File: src/rtl/serial_subtractor.sv
// Digit-serial ripple-borrow subtractor: D = X - Y - Bi, DIGIT bits per cycle,
// least-significant digit first, with valid/ready handshakes on both sides.
module serial_subtractor #(
    parameter int WIDTH = 32,
    parameter int DIGIT = 4
) (
    input  logic             clk,
    input  logic             rst,
    input  logic             in_valid,
    output logic             in_ready,
    input  logic [WIDTH-1:0] X,
    input  logic [WIDTH-1:0] Y,
    input  logic             Bi,
    output logic             out_valid,
    input  logic             out_ready,
    output logic [WIDTH-1:0] D,
    output logic             Bo,
    output logic             V
);

    localparam int N  = WIDTH / DIGIT;
    localparam int CW = (N > 1) ? $clog2(N) : 1;

    typedef enum logic [1:0] {IDLE, RUN, DONE} state_t;

    state_t           state;
    state_t           next;
    logic [CW-1:0]    cnt;
    logic [WIDTH-1:0] xr;
    logic [WIDTH-1:0] yr;
    logic             borrow;
    logic [DIGIT-1:0] xd;
    logic [DIGIT-1:0] yd;
    logic [DIGIT:0]   diff;
    logic             last;
    logic             accept;

    assign in_ready  = (state == IDLE) && !rst;
    assign out_valid = (state == DONE);
    assign accept    = in_valid && in_ready;
    assign last      = (cnt == CW'(N - 1));

    // Select the current digit of each latched operand.
    always_comb begin
        xd = '0;
        yd = '0;
        for (int i = 0; i < N; i++) begin
            if (cnt == CW'(i)) begin
                xd = xr[i*DIGIT +: DIGIT];
                yd = yr[i*DIGIT +: DIGIT];
            end
        end
    end

    // The extra top bit of diff is the borrow into the next digit.
    assign diff = {1'b0, xd} - {1'b0, yd} - {{DIGIT{1'b0}}, borrow};

    always_comb begin
        next = state;
        unique case (state)
            IDLE:    if (accept) next = RUN;
            RUN:     if (last) next = DONE;
            DONE:    if (out_ready) next = IDLE;
            default: next = IDLE;
        endcase
    end

    always_ff @(posedge clk) begin
        if (rst) begin
            state  <= IDLE;
            cnt    <= '0;
            xr     <= '0;
            yr     <= '0;
            borrow <= 1'b0;
            D      <= '0;
            Bo     <= 1'b0;
            V      <= 1'b0;
        end else begin
            state <= next;
            unique case (state)
                IDLE: begin
                    if (accept) begin
                        xr     <= X;
                        yr     <= Y;
                        borrow <= Bi;
                        cnt    <= '0;
                    end
                end
                RUN: begin
                    for (int i = 0; i < N; i++) begin
                        if (cnt == CW'(i)) D[i*DIGIT +: DIGIT] <= diff[DIGIT-1:0];
                    end
                    borrow <= diff[DIGIT];
                    cnt    <= last ? '0 : cnt + 1'b1;
                    // The last digit carries the result MSB.
                    if (last) begin
                        Bo <= diff[DIGIT];
                        V  <= (xr[WIDTH-1] ^ yr[WIDTH-1]) &
                              (diff[DIGIT-1] ^ xr[WIDTH-1]);
                    end
                end
                default: ;
            endcase
        end
    end

endmodule

File: config.mk
export PLATFORM = sky130hd
export DESIGN_NAME = serial_subtractor
export DESIGN_NICKNAME = d
export VERILOG_FILES = /design/src/rtl/serial_subtractor.sv
export SDC_FILE = /design/constraint.sdc
export NUM_CORES = 1
export LEC_CHECK = 0
export ABC_AREA = 1
export CORE_MARGIN = 2
export CORE_UTILIZATION = 29
export CTS_CLUSTER_SIZE = 16
export DETAILED_ROUTE_END_ITERATION = 6
export GPL_TIMING_DRIVEN = 0
export PLACE_DENSITY = 0.59
export SKIP_CTS_REPAIR_TIMING = 1
export SLEW_MARGIN = 20
export SYNTH_ARGS = -nofsm -noshare
export SYNTH_HDL_FRONTEND = slang
export SYNTH_SLANG_ARGS = --single-unit
File: constraint.sdc
create_clock -name clk -period 3.5 [get_ports clk]
set_input_delay 0.875 -clock clk [delete_from_list [all_inputs] [get_ports clk]]
set_output_delay 0.875 -clock clk [all_outputs]
set_load 0.005 [all_outputs]
Word-level counts from Yosys, hierarchy flattened
Index checks and enable logic that the tools add are counted.
{ "op_classes": {"muxes": 25, "bitwise_logic": 3, "n_lt_le_gt_ge": 0, "addsub": 3, "div_mod_pow": 0, "n_reduce_logical": 17, "n_shift": 0, "n_mul": 0, "n_eq_ne": 12} }
{ "op_table": {"columns": ["op", "n"], "rows": [
  ["$mux W4", 16],
  ["$reduce_and A2 Y1", 10],
  ["$eq A3 B3 Y1 const B", 4],
  ["$eq A3 B2 Y1 const B", 2],
  ["$mux W2", 3],
  ["$mux W3", 2],
  ["$pmux W2 S3", 1],
  ["$pmux W3 S2", 1],
  ["$sub A4 B4 Y5", 1],
  ["$sub A5 B1 Y5", 1],
  ["$ne A2 B2 Y1 const B", 2],
  ["$add A3 B1 Y3 const B", 1],
  ["$eq A3 B1 Y1 const B", 1],
  ["$logic_not A3 Y1", 1],
  ["$reduce_and A3 Y1", 1],
  ["$eq A2 B1 Y1 const B", 1],
  ["$eq A2 B2 Y1 const B", 1],
  ["$logic_and A1 B1 Y1", 2],
  ["$logic_not A2 Y1", 1],
  ["$ne A2 B1 Y1 const B", 1],
  ["$pmux W1 S2", 1],
  ["$reduce_bool A2 Y1", 1],
  ["$xor A1 B1 Y1", 2],
  ["$and A1 B1 Y1", 1],
  ["2 further kinds", 2]
]} }
{ "word_totals": {"wordCells": 75, "mem_count": 0, "rom_bits": 0, "latch_bits": 0, "output_inout_bits": 36, "inputBits": 69, "ramBits": 0, "register_bits": 104} }

Logic depth before layout (Yosys ltp)
{ "depth": {"ltp_word": 13, "depth_mapped": 21, "ltp_nobuf": 21} }

Least setup slack after synthesis
No wires, ideal clock.
{ "synth_path": {"path_kind": "register -> register", "start": "reg cnt[0]", "end": "reg D[10]", "path_buffers": 1, "required_time_ns": 3.364, "path_slack_ns": 0.613, "arrival_time_ns": 2.751, "setup_time_ns": 0.136, "synth_period_minus_slack_ns": 2.887, "path_stages_with_launch": 15, "path_cell_list": "dfxtp_1 -> ha_1 -> ha_1 -> inv_1 -> clkbuf_1 -> o22ai_1 -> nand2_1 -> o211ai_1 -> o211ai_1 -> a31oi_1 -> fa_1 -> inv_1 -> fa_1 -> xnor2_1 -> a21oi_1"} }
{ "synth_between": {"elab_chain_cells": 11, "elab_cells_between_ends": 27, "cone_classes": "2 x add/sub; 7 x eq/ne; 16 x mux; 2 x reduce/logical"} }
{ "synth_lines": {"columns": ["element", "line", "rtl"], "rows": [
  ["start, declared", "28", "logic [CW-1:0] cnt;"],
  ["start signal, assigned", "94", "cnt <= last ? '0 : cnt + 1'b1;"],
  ["$logic_not A3 Y1", "48", "if (cnt == CW'(i)) begin"],
  ["$mux W4 (8 in series)", "48", null],
  ["$sub A4 B4 Y5", "56", "assign diff = {1'b0, xd} - {1'b0, yd} - {{DIGIT{1'b0}}, borrow};"],
  ["$sub A5 B1 Y5", "56", null],
  ["end signal, assigned by index", "91", "if (cnt == CW'(i)) D[i*DIGIT +: DIGIT] <= diff[DIGIT-1:0];"],
  ["end, declared", "16", "output logic [WIDTH-1:0] D,"]
]} }
Parallel ways exist; a longest one is shown, timed or not.
A chain may end at the register's enable or synchronous reset.

Final worst setup path
{ "layout_path": {"start": "reg cnt[1]", "end": "reg borrow"} }
{ "layout_between": {"elab_chain_cells": 12, "elab_cells_between_ends": 27, "cone_classes": "2 x add/sub; 7 x eq/ne; 17 x mux; 1 x reduce/logical"} }
{ "layout_lines": {"columns": ["element", "line", "rtl"], "rows": [
  ["$logic_not A3 Y1", "48", null],
  ["$mux W4 (8 in series)", "48", null],
  ["$sub A4 B4 Y5 *", "56", null],
  ["$sub A5 B1 Y5 *", "56", null],
  ["$pmux W1 S2 *", "80", "unique case (state)"],
  ["end signal, assigned", "85", "borrow <= Bi;"],
  ["end signal, assigned", "93", "borrow <= diff[DIGIT];"],
  ["end, declared", "31", "logic borrow;"]
]} }
Every way passes the cells marked *; elsewhere a longest branch is shown, timed or not.

==> results.toml <==
[run_status]
status = "complete, no violations"

[detailed_routing]
via_per_inst = 4.72
detail_route.wl_per_cell_um = 14.9
vias = 4327
first_iter_violations = 262
drc = 0
first_pass_iters = 5
wl_um = 13700
ant_nets = 0

[final_layout]
instances_no_fill = 917
antenna_cells = 0
design_area_sq_um = 6120
fin_nets = 805
syn_to_final_growth_pct = 36.3
nFillCells = 1574
layout-drive-gt1-share = 0.0658

[pwr]
clockPowerShare = 0.349
combPwrFrac = 0.209
p_int_uw = 2060
p_sw_uw = 884
powerDensity_nw_per_um2 = 481
seqPwrFrac = 0.441
irDropWorstVdd_mv = 0.267
swShare = 0.301
cellLeakagePower_uw = 0.00257

[critical_path]
cp_cell_sequence = "ha_2, ha_4, inv_1, buf_2, o22ai_2, nand2_1, o211ai_1, o211ai_1, a31oi_2, fa_1, inv_1, fa_2, nor2_1, nor2_1, nor2_1, xor2_1, nand2_1, a21oi_1"
end_kind = "flop"
cp_common_cell = "nor2_1"
crit_buf_inv = 3
cp_data_required_time_ns = 3.78
worst_path_largest_cell_delay_ns = 0.39
crit_arrival_ns = 3.60
path_max_fanout = 10
cpMaxStageDelayCell = "dfxtp_1"
path_class = "flop to flop"
start_kind = "flop"
critPathTopFamily = "adder cells"
worst-r2r-setup-slack_ns = 0.18

[yosys]
post_synth_num_cell_types = 30
synth-edff-count = 0
synth-seq-area-share = 0.464
syn-num-nets = 690
synth_cells = 609
avgSynthCellArea_sq_um = 7.38
synthSimpleGateAreaFrac = 0.220
synth_compound_area_frac = 0.195
synth-async-reset-ratio = 0
synth_xor_area_frac = 0.00390
ys_ff_latch = 104
synth_top_family_by_area = "simple AND/OR/NAND/NOR gates"
synthFlopType = "dfxtp_1"
yosys_warnings = 0
synth_fa_ha_area_frac = 0.0368
synth_mux_area_frac = 0
netlist_area_sq_um = 4490

[cts]
clk_latency_ns = 0.35
clock_path_buffers = 2
cts.clk_slew.worst_paths_ns = 0.07
cts.htree.levels = 3
cts_made_buffers = 9
tritoncts = "built"
clockRootBuffer = "clkbuf_16"
clkSinkCount = 104

[die]
core_area_sq_um = 15100
die_w_um = 128
initial_core_util = 0.297
die_area_sq_um = 16500
rows = 45
die_y_um = 128
top_level_ports = 105

[hold_path]
hold_path_class = "flop to flop"

[global_route]
grt_usage = 0.168
antenna_found_initial = 0
grt_max_degree = 19
grt_overflow_total = 0
grt_pass1_vias = 4195
grt_pass1_wl_um = 21300

[timing]
hold_violations = 0
max_freq_ghz = 0.301
relSlewSlack = 0.624
finalCriticalPeriod_ns = 3.32
fin_crit_sh = 0.948
skew_ns = 0.00888
worst_pin_slew_ns = 0.565
finalMaxSlewViolations = 0
setup_viol = 0

[placed_design]
globalplace.congestion = 0.855
placed_area_sq_um = 5770
dp_hpwl_um = 10400
port_buffers = 104
numPlacedInstances = 901

[flow_run]
drv_cap = 0
==> cell families after synthesis <==
kind of cell | after synthesis
simple gates | 236
compound gates | 159
flops | 104
buf+inv | 96
fa+ha+maj | 12
xor+xnor | 2
==> final timing paths <==
path | start | endpoint | depth (start not counted)
setup / recovery | cnt[1] | borrow | 18
hold / removal | yr[15] | yr[15] | 2
setup reg to reg | cnt[1] | borrow | 18
hold reg to reg | yr[15] | yr[15] | 2
==> cells in the final DEF, fill, tap and decap left out, drive strengths merged <==
cell	count
buf	7
a31oi	8
dfxtp	104
nand2	126
nor2	49
o21ai	79
bufinv	1
xnor2	1
o22ai	10
a21oi	51
clkdlybuf4s50	104
a21boi	1
o21a	1
xor2	1
clkinvlp	3
nand3	59
o21bai	3
inv	65
a22oi	1
o211ai	5
nor3	2
clkinv	1
ha	10
fa	2
clkbuf	35
==> cell type report <==
class	instances	area (sq um)	area share
sequential	104	2080	0.341
clock inverter	7	78.8	0.0129
tap	188	235	0.0384
buffer	33	129	0.0211
inverter	63	236	0.0386
clock buffer	9	225	0.0368
multi-input combinational	409	2090	0.342
timing repair buffer	104	1040	0.170
==> power by group through the flow <==
stage          combinational [uW]  clock, uW  sequential, uW
2_1_floorplan                 360          0            1310
3_3_place_gp                  601          0            1320
3_5_place_dp                  602          0            1320
4_1_cts                       605       1050            1300
5_1_grt                       690       1100            1310
6_report                      616       1030            1300
==> Yosys cell counts (2+ instances only) <==
master,number,area (sq um)
clkbuf_1,27,101
o21ai_1,2,10.0
o21bai_2,2,22.5
nand3_1,57,285
nand2_1,122,458
nor3_1,2,10.0
buf_1,5,18.8
o21ai_0,71,355
o22ai_1,10,62.6
nor2_1,48,180
o21ai_2,6,52.6
nand3_2,2,20.0
ha_1,10,125
o211ai_1,5,37.5
inv_1,58,218
inv_2,5,18.8
fa_1,2,40.0
a31oi_1,8,50.1
dfxtp_1,104,2080
a21oi_1,51,255
nand2_2,3,18.8
==> through the flow <==
step	worst slack, ns	hold slack (ns)	power (uW)	utilization	TNS, ns
floorplan	0.613	0.425	1670	-	0
global placement	-0.448	0.441	1920	0.381	-3.67
detailed placement	-0.398	0.443	1930	0.381	-3.23
CTS	-0.435	0.454	2950	0.401	-3.61
global route	-0.0271	0.483	3090	0.404	-0.0271
finish	0.183	0.458	2940	0.404	0
==> layer usage <==
metal,vias to the layer above,wire length [um],GRT usage
met5,-,0,0
met4,0,207,0.0459
met3,14,716,0.0345
li1,2232,-,-
met2,123,6160,0.273
met1,1958,6600,0.228
==> flip-flops by register name, indices dropped and copies added (netlist names) <==
signal  cells
borrow      1
xr         32
D          32
yr         32
cnt         3
V           1
Bo          1
state       2
==> worst register-to-register path: cells and delay by family, from the launching register on <==
family | cells | cell delay [ns]
AO/OA/AOI/OAI | 5 | 0.80
XOR/XNOR | 1 | 0.27
adder cells (fa/ha/maj) | 4 | 1.01
buffers and inverters | 3 | 0.37
flip-flops | 1 | 0.39
AND/OR/NAND/NOR | 5 | 0.42
No activity file was read; power rests on OpenSTA's default activity.
